<file path="config.mk">
export PLATFORM = sky130hd
export DESIGN_NAME = d_sram_like_bridge
export DESIGN_NICKNAME = d
export VERILOG_FILES = /design/src/rtl/d_sram_like_bridge.sv
export SDC_FILE = /design/constraint.sdc
export NUM_CORES = 1
export LEC_CHECK = 0
export BUFFER_PORTS_ARGS = -buffer_cell sky130_fd_sc_hd__buf_2
export CORE_AREA = 2 2 79 81
export CTS_CLUSTER_SIZE = 12
export DETAILED_ROUTE_END_ITERATION = 8
export DIE_AREA = 0 0 81 83
export GPL_TIMING_DRIVEN = 0
export HOLD_SLACK_MARGIN = 0.06
export PLACE_DENSITY = 0.77
export RECOVER_POWER = 50
export SYNTH_ARGS = -nofsm -noshare
export SYNTH_HDL_FRONTEND = slang
export SYNTH_SLANG_ARGS = --single-unit
</file>
<file path="constraint.sdc">
create_clock -name clk -period 2.2 [get_ports clk]
set_clock_uncertainty 0.2 [all_clocks]
set_input_delay 0.22 -clock clk [delete_from_list [all_inputs] [get_ports clk]]
set_output_delay 0.22 -clock clk [all_outputs]
set_load 0.02 [all_outputs]
</file>
<file path="src/rtl/d_sram_like_bridge.sv">
// Data-side bridge: turns each M-stage SRAM-style access into one sram-like
// transaction, stalls the core while it is in flight and holds read data until release.
module d_sram_like_bridge #(
    parameter int ADDR_W = 32
) (
    input  logic              clk,
    input  logic              rst,
    input  logic              data_sram_en,
    input  logic [3:0]        data_sram_wen,
    input  logic [ADDR_W-1:0] data_sram_addr,
    input  logic [31:0]       data_sram_wdata,
    output logic [31:0]       data_sram_rdata,
    output logic              d_stall,
    input  logic              longest_stall,
    output logic              data_req,
    output logic              data_wr,
    output logic [1:0]        data_size,
    output logic [ADDR_W-1:0] data_addr,
    output logic [31:0]       data_wdata,
    input  logic              data_addr_ok,
    input  logic              data_data_ok,
    input  logic [31:0]       data_rdata
);

    typedef enum logic [1:0] {
        IDLE      = 2'd0,
        WAIT_DATA = 2'd1,
        DONE      = 2'd2
    } bridgeStateT;

    bridgeStateT state;
    logic [31:0] rdataBuf;
    logic [1:0]  lowBits;
    logic [1:0]  unusedAddrBits;

    // DONE waits for the whole pipeline to move so the same access is never re-issued.
    always_ff @(posedge clk or negedge rst) begin
        if (!rst) begin
            state    <= IDLE;
            rdataBuf <= 32'd0;
        end else begin
            case (state)
                IDLE: begin
                    if (data_sram_en && data_addr_ok) begin
                        state <= WAIT_DATA;
                    end
                end
                WAIT_DATA: begin
                    if (data_data_ok) begin
                        rdataBuf <= data_rdata;
                        state    <= DONE;
                    end
                end
                DONE: begin
                    if (!longest_stall) begin
                        state <= IDLE;
                    end
                end
                default: state <= IDLE;
            endcase
        end
    end

    // The byte enable pattern picks the transfer size and the low address bits.
    always_comb begin
        data_size = 2'd2;
        lowBits   = 2'b00;
        case (data_sram_wen)
            4'b0011: begin data_size = 2'd1; lowBits = 2'b00; end
            4'b1100: begin data_size = 2'd1; lowBits = 2'b10; end
            4'b0001: begin data_size = 2'd0; lowBits = 2'b00; end
            4'b0010: begin data_size = 2'd0; lowBits = 2'b01; end
            4'b0100: begin data_size = 2'd0; lowBits = 2'b10; end
            4'b1000: begin data_size = 2'd0; lowBits = 2'b11; end
            default: begin data_size = 2'd2; lowBits = 2'b00; end
        endcase
    end

    assign unusedAddrBits  = data_sram_addr[1:0];
    assign data_addr       = {data_sram_addr[ADDR_W-1:2], lowBits};
    assign data_req        = (state == IDLE) && data_sram_en;
    assign d_stall         = data_req || (state == WAIT_DATA);
    assign data_wr         = |data_sram_wen;
    assign data_wdata      = data_sram_wdata;
    assign data_sram_rdata = rdataBuf;

endmodule
</file>
======== Word-level counts from Yosys, hierarchy flattened ========
Cells that the tools add are included.
operators by class
  equal/unequal tests ..................... 11
  muxes and demuxes ....................... 6
  reductions and logical operators ........ 10
operators by type and width
  operator              number
  $pmux W2 S3           2
  $eq A4 B2 Y1 const B  2
  $eq A4 B4 Y1 const B  2
  $reduce_or A4 Y1      2
  $mux W2               3
  $ne A2 B2 Y1 const B  3
  $eq A4 B1 Y1 const B  1
  $eq A4 B3 Y1 const B  1
  $pmux W2 S2           1
  $reduce_or A2 Y1      2
  $reduce_and A3 Y1     1
  $eq A2 B1 Y1 const B  1
  $eq A2 B2 Y1 const B  1
  $logic_and A1 B1 Y1   2
  $logic_not A2 Y1      1
  $reduce_and A2 Y1     1
  $logic_or A1 B1 Y1    1
storage, ports and cells
  output and inout bits ................... 101
  bits of input ports ..................... 106
  flip-flop bits (word level) ............. 34

======== Logic depth before layout (Yosys ltp) ========
Gate-level depths: netlist (run 1).
  depth in word-level cells ............... 3
  gate-level depth with buffers ........... 3
  gate-level depth less buffers ........... 2

======== Worst setup path before layout (run 1) ========
OpenSTA, ideal clock, no wires.
  path type ............................... register to output
  from .................................... register state[0]
  to ...................................... output data_req
  stages on the path, launching flop included .. 2
  slack ................................... 797 ps
  data required time ...................... 1,780 ps
  data arrival time ....................... 983 ps
  cell sequence ........................... dfrtp_1 nor3b_1
between the ends
  longest elaborated chain between the ends .. 2
RTL lines
  what                    line  text
  start, declared         31    bridgeStateT state;
  start signal, assigned  39    state <= IDLE;
  start signal, assigned  45    state <= WAIT_DATA;
  start signal, assigned  51    state <= DONE;
  $logic_not A2 Y1        81    assign data_req = (state == IDLE) && data_sram_en;
  $logic_and A1 B1 Y1     81
  end, declared           15    output logic data_req,
No other way between the ends.

======== Final worst setup path (run 1) ========
  from .................................... input data_addr_ok
  to ...................................... register state[0]
between the ends
  longest elaborated chain between the ends .. 3
RTL lines
  what                         line  text
  start, declared              20    input logic data_addr_ok,
  $logic_and A1 B1 Y1          44    if (data_sram_en && data_addr_ok) begin
  $ne A2 B2 Y1 (no line)       --
  $reduce_and A3 Y1 (no line)  --
  end signal, assigned         45
  end signal, assigned         51
  end signal, assigned         56    state <= IDLE;
No other way between the ends.
A chain may end at the register's enable or synchronous reset.

==> flow_metrics.tcl, run 1 <==
set metrics [dict create \
    pwr-share-comb_pct 46.0 \
    critical_path_buf_inv_count 4 \
    p_leak_nw 1.60 \
    hpwlAfterDp_um 3330 \
    drt-initial-drc-count 26 \
    worst_slew_pin_slew_ns 0.735 \
    synth_top_cell_area_share_pct 43.9 \
    p_switching_mw 1.21 \
    slew_viol_final 0 \
    worstSkewPairLatency_ns 0.28 \
    syn_avg_cell_area_um2 13.0 \
    clock_sinks 34 \
    post_cts_buffers 0 \
    ios 207 \
    cts.path.max_buffers 2 \
    drive_gt1_share_pct 49.4 \
    seq_area_um2 852 \
    rows 28 \
    p_seq_share_pct 33.3 \
    ys_ff_latch 34 \
    pwr_density_cell_nw_per_um2 1060 \
    utilization_pct 54.0 \
    num_vias 1661 \
    cts-root-buf "clkbuf_8" \
    finalSetupTns_ns 0 \
    die_y_um 83 \
    setup_slack_ns 0.0649 \
    die_area_um2 6720 \
    start_util_pct 33.3 \
    cp_cell_sequence "dlygate4sd3_1 > buf_2 > nand3b_1 > dlygate4sd3_1 > a21oi_1 > dlygate4sd3_1" \
    status "finished clean" \
    multi_input_area_um2 589 \
    worst_ir_drop_vdd_v 0.000546 \
    syn_to_final_growth_pct 62.0 \
    synth_edf_count 0 \
    min_path_type "in2reg" \
    antenna_found_initial 0 \
    die_x_um 81 \
    drc_errors 0 \
    p_sw_share_pct 36.3 \
    cts_tree "built" \
    finalHoldViolations 0 \
    firstDrtPassIters 2 \
    grt_max_degree 35 \
    fmaxAchievable_mhz 468 \
    yosysWarningCount 0 \
    maxSlewHeadroom_pct 51.0 \
    gp_congestion 0.661 \
    synth_nets 255 \
    nNetsFinal 441 \
    grt_first_pass_wirelength_um 7020 \
    core_um2 5820 \
    yosysTopAreaCell "dfrtp_1" \
    crit_path_end_kind "flop" \
    vias_per_cell 4.04 \
    layout_worst_path_cycle_share_pct 97.0 \
    cp.arrival_ns 2.10 \
    numCtsBuffers 5 \
    drt-total-wl_um 4840 \
    antennaDiodeCount 0 \
    cp_common_cell "dlygate4sd3_1" \
    synth_commonest_cells "buf_4, dfrtp_1, mux2_4, nor2_1" \
    wl_per_cell_um 11.8 \
    async_flop_share_pct 100 \
    fill_cells 531 \
    cts_max_level 2 \
    rsz0062_at_grt "false" \
    p_clk_share_pct 20.7 \
    place_ws_ns 0.751 \
    crit_type "in2reg" \
    yosysSeqAreaShare_pct 43.9 \
    synth.area.top_cells "dfrtp_1, buf_4, mux2_4, buf_6, mux2_2" \
    cp-start-kind "input port" \
    grt_pass1_vias 1587 \
    postSynthCellCount 149 \
    crit_path_max_fanout 1 \
    synth_area_um2 1940 \
    required_ns 2.16 \
    synthFlopType "dfrtp_1" \
    internal_power_mw 2.12 \
    yosysUniqueCellTypes 17 \
    crit_family "buffers and inverters" \
    holdWs_ns 0.158 \
    grt-ovfl-total 0 \
    synth_most_common_cell "buf_4" \
    fin_crit_ns 2.14 \
    cpPeakStageDelay_ns 0.56 \
    finalSetupViolations 0 \
    cpMaxStageDelayCell "dlygate4sd3_1" \
    max-cap-violations 0 \
    io_buffers 142 \
    path_clk_slew_ns 0.07 \
    track_usage_pct 13.3 \
    antenna_left 0 \
]
==> per-layer routing <==
layer | wire length, um | share of wire, % | global-route usage (%) | vias up
li1 | - | - | - | 803
met1 | 1720 | 35 | 12.6 | 745
met2 | 2570 | 53 | 26.4 | 108
met3 | 515 | 11 | 4.46 | 5
met4 | 40 | 0.83 | 3.24 | 0
met5 | 0 | 0 | 0 | -
==> per-stage QoR <==
stage	area (um2)	instances	power, mW
after floorplan	1940	149	2.16
after global placement	2740	366	2.63
after detailed placement	2740	366	2.65
after CTS	3250	411	3.42
after global routing	3140	411	3.50
final	3140	411	3.33
==> kinds of logic after synthesis <==
logic type,share of synthesized area (%)
and+or+nand+nor,4.32
buffers and inverters,25.7
AOI/OAI and AO/OA,0.967
muxes,24.2
xor gates and xnor gates,0.903
DFF,43.9
==> final cells by class <==
cell class | count | share of cell area [%]
repair buffers | 179 | 31.1
plain buffers | 65 | 15.7
multi-input cells | 50 | 18.8
flip-flops and latches | 34 | 27.1
clock inverters | 3 | 2.19
clock buffers | 5 | 2.19
well taps | 75 | 2.99
==> sequential cells by signal, summed over array words and instances (netlist names) <==
signal	cells
data_sram_rdata	32
state	2
==> worst min-delay path, cell delays in order <==
cell      delay, ns
buf_2          0.12
nand3b_4       0.11
mux2_2         0.15
==> power by group through the flow <==
| stage | Combinational (mW) | Clock (mW) | Sequential [mW] |
|---|---|---|---|
| floorplan | 0.679 | 0 | 1.48 |
| global placement | 1.53 | 0 | 1.10 |
| detailed placement | 1.55 | 0 | 1.10 |
| CTS | 1.61 | 0.710 | 1.10 |
| global route | 1.61 | 0.737 | 1.14 |
| finish | 1.53 | 0.689 | 1.11 |
==> final timing paths <==
kind | slack [ns] | startpoint | cells after the start | end
min in group asynchronous | 0.32 | rst | 2 | data_sram_rdata[26]
min reg2reg | 0.31 | data_sram_rdata[10] | 1 | data_sram_rdata[10]
min | 0.16 | data_data_ok | 3 | data_sram_rdata[10]
max | 0.06 | data_addr_ok | 6 | state[0]
max reg2reg | 0.08 | state[0] | 4 | state[0]
max in group asynchronous | 0.96 | rst | 2 | state[0]
==> placed cells by master, fill, tap and decap left out, drive strengths merged <==
| master | n |
|---|---|
| nand3b | 2 |
| nor2 | 4 |
| nand2 | 2 |
| a31o | 1 |
| o21ai | 1 |
| nor3 | 2 |
| mux2 | 32 |
| clkbuf | 89 |
| dfrtp | 34 |
| buf | 123 |
| nor3b | 1 |
| bufinv | 2 |
| nor4bb | 1 |
| clkinv | 1 |
| xnor2 | 2 |
| a21oi | 1 |
| nand2b | 1 |
| dlygate4sd3 | 37 |
==> timing repair <==
item / in CTS / in global routing
endpoints found under the setup margin: 0 / 1
endpoints found under the hold margin: 68 / 0
hold buffers: 37 / 0
resized for setup: 0 / 1
(Power assumes the default switching activity.)
==> run 2, diff against run 1 <==
==> config.mk (replaced) <==
export PLATFORM = sky130hd
export DESIGN_NAME = d_sram_like_bridge
export DESIGN_NICKNAME = d
export VERILOG_FILES = /design/src/rtl/d_sram_like_bridge.sv
export SDC_FILE = /design/constraint.sdc
export NUM_CORES = 1
export LEC_CHECK = 0
export ABC_AREA = 1
export BUFFER_PORTS_ARGS = -buffer_cell sky130_fd_sc_hd__buf_2
export CORE_AREA = 2 2 80 82
export CTS_CLUSTER_SIZE = 12
export DETAILED_ROUTE_END_ITERATION = 8
export DIE_AREA = 0 0 82 84
export GPL_TIMING_DRIVEN = 0
export HOLD_SLACK_MARGIN = 0.06
export PLACE_DENSITY = 0.76
export RECOVER_POWER = 50
export SETUP_SLACK_MARGIN = 0.15
export SYNTH_ARGS = -nofsm -noshare
export SYNTH_HDL_FRONTEND = slang
export SYNTH_SLANG_ARGS = --single-unit
==> run 2 against run 1 <==
Worst setup slack improved by 0.48 ns. Via count rose by 32%. Power fell by 8.5%. Hold slack got worse by 0.094 ns. First-iteration DRC count rose by 27%. Non-clock buffer count rose by 9. Sequential power barely moved. Global-route usage rose by 3.5 points. Largest cell class unchanged.
==> flow_metrics.tcl, run 2 <==
set metrics [dict create \
    hold_depth 3 \
    min_path_type "in2reg" \
    synth_top_cell_area_share_pct 43.4 \
    num_vias 2193 \
    hpwlAfterDp_um 4130 \
    final_cell_mix "clkbuf_1, buf_2, nand2_1" \
    numCtsBuffers 5 \
    fin_crit_ns 1.66 \
    crit_family "buffers and inverters" \
    place_area_um2 2760 \
    grt-ovfl-total 0 \
    cp-start-kind "flop" \
    internal_power_mw 1.73 \
    antennaDiodeCount 0 \
    track_usage_pct 16.8 \
    hold_path_end "data_sram_rdata[9]" \
    gp_congestion 0.703 \
    worst_slew_pin_slew_ns 0.764 \
    timing.rr.end "data_sram_rdata[29]" \
    crit_path_end_kind "output port" \
    die_x_um 82 \
    drive_gt1_share_pct 34.0 \
    yosysWarningCount 0 \
    pwr_density_cell_nw_per_um2 978 \
    synth_nets 341 \
    worst_ir_drop_vdd_v 0.000611 \
    crit_path_max_fanout 8 \
    start_util_pct 32.1 \
    postSynthCellCount 235 \
    finalSetupTns_ns 0 \
    worstSkewPairLatency_ns 0.28 \
    wl_per_cell_um 12.0 \
    p_switching_mw 1.32 \
    synth_commonest_cells "nand2_1, buf_4, dfrtp_1, nand4_1, buf_2" \
    cts-root-buf "clkbuf_8" \
    cp_common_cell "buf_2" \
    p_seq_share_pct 35.6 \
    p_leak_nw 1.67 \
    rrSetupSlack_ns 0.70 \
    firstDrtPassIters 4 \
    layout_commonest_cell "clkbuf_1" \
    ff2ff_path_depth 5 \
    hp-start "data_data_ok" \
    synth_edf_count 0 \
    grt_max_degree 35 \
    yosysTopAreaCell "dfrtp_1" \
    crit_type "reg2out" \
    finalHoldViolations 0 \
    r2r-start "state[1]" \
    maxSlewHeadroom_pct 49.1 \
    nNetsFinal 525 \
    status "finished clean" \
    largest_register_ffs 32 \
    async_flop_share_pct 100 \
    fill_cells 629 \
    layout_worst_path_cycle_share_pct 75.3 \
    path_clk_slew_ns 0.07 \
    synth_area_um2 1960 \
    antenna_left 0 \
    synth.area.top_cells "dfrtp_1, buf_4, nand2_1, nand4_1, buf_2" \
    place_ws_ns 0.851 \
    cts_max_level 2 \
    power_mw 3.05 \
    pwr-share-comb_pct 45.9 \
    clock_sinks 34 \
    vias_per_cell 4.41 \
    syn_avg_cell_area_um2 8.34 \
    grt_pass1_vias 2111 \
    antenna_found_initial 0 \
    required_ns 1.78 \
    ys_ff_latch 34 \
    rows 29 \
    synth_most_common_cell "nand2_1" \
    slew_viol_final 0 \
    syn_to_final_growth_pct 59.0 \
    yosysUniqueCellTypes 12 \
    fmaxAchievable_mhz 603 \
    die_y_um 84 \
    cp.arrival_ns 1.24 \
    max-cap-violations 0 \
    yosysSeqAreaShare_pct 43.4 \
    cp_cell_sequence "buf_2 > inv_1 > nand2_1 > nor2_1 > buf_2" \
    drt-initial-drc-count 33 \
    critical_path_buf_inv_count 3 \
    io_buffers 141 \
    finalSetupViolations 0 \
    drt-total-wl_um 5990 \
    drc_errors 0 \
    cts.path.max_buffers 2 \
    synthFlopType "dfrtp_1" \
    core_um2 6100 \
    die_area_um2 6890 \
    p_clk_share_pct 18.5 \
    cpPeakStageDelay_ns 0.37 \
    p_sw_share_pct 43.3 \
    ios 207 \
    final_area_um2 3120 \
    setup_slack_ns 0.542 \
    cpMaxStageDelayCell "dfrtp_1" \
    grt_first_pass_wirelength_um 9100 \
    dp_cells 453 \
    finalNonFillerCells 497 \
    rsz0062_at_grt "false" \
    cts_tree "built" \
]
==> run 2: metal layers <==
layer,track usage [%],vias to the layer above,wire length [um]
met5,0,-,0
met1,17.7,978,2270
met2,32.0,137,3100
met3,2.60,12,489
met4,6.82,0,129
li1,-,1066,-
==> run 2: logic make-up after synthesis <==
kind of cell	Yosys count	synth area share [%]
AND/OR/NAND/NOR	115	27.2
flip-flops	34	43.4
AO/OA/AOI/OAI	2	0.510
buffers and inverters	84	28.9
==> run 2: power by group through the flow <==
stage                     logic [mW]  clock network (mW)  registers (mW)
after floorplan                0.531                   0            1.46
after global routing            1.54               0.604            1.12
final                           1.40               0.563            1.09
after CTS                       1.49               0.588            1.08
after detailed placement        1.43                   0            1.09
after global placement          1.41                   0            1.08
==> run 2: worst min-delay path, cell delays in order <==
cell,delay (ns)
buf_2,0.14
nand4_1,0.10
nand2_1,0.05
==> run 2: repair_timing <==
item                                   in CTS  in global routing
endpoints found under the hold margin      68                  0
setup buffers                               0                  0
hold buffers                               36                  0
gates resized for setup                     0                  0
==> run 2: metrics by stage <==
stage | util (%) | hold slack [ns]
finish | 51.1 | 0.0633
global route | 51.1 | 0.0682
CTS | 53.0 | 0.0654
detailed placement | 45.3 | 0.141
global placement | 45.3 | 0.138
floorplan | - | -0.276
==> run 2: layout make-up <==
type,count,area [um2],area share (%)
Buffer,76,536,17.2
Timing Repair Buffer,177,963,30.9
Inverter,8,30.0,0.964
Tap cell,77,96.3,3.09
Clock inverter,3,40.0,1.29
Multi-Input combinational cell,117,531,17.0
Sequential cell,34,851,27.3
Clock buffer,5,68.8,2.21
==> run 2: how the worst max path moves through the flow <==
| stage | from | endpoint | slack [ns] | depth (start not counted) |
|---|---|---|---|---|
| 2_1_floorplan | state[0] | data_req | 0.87 | 4 |
| 6_report | state[0] | data_req | 0.54 | 5 |
| 4_1_cts | state[0] | data_req | 0.53 | 5 |
| 3_5_place_dp | state[0] | data_req | 0.85 | 5 |
| 3_3_place_gp | state[0] | data_req | 0.87 | 5 |
| 5_1_grt | state[1] | data_req | 0.43 | 4 |
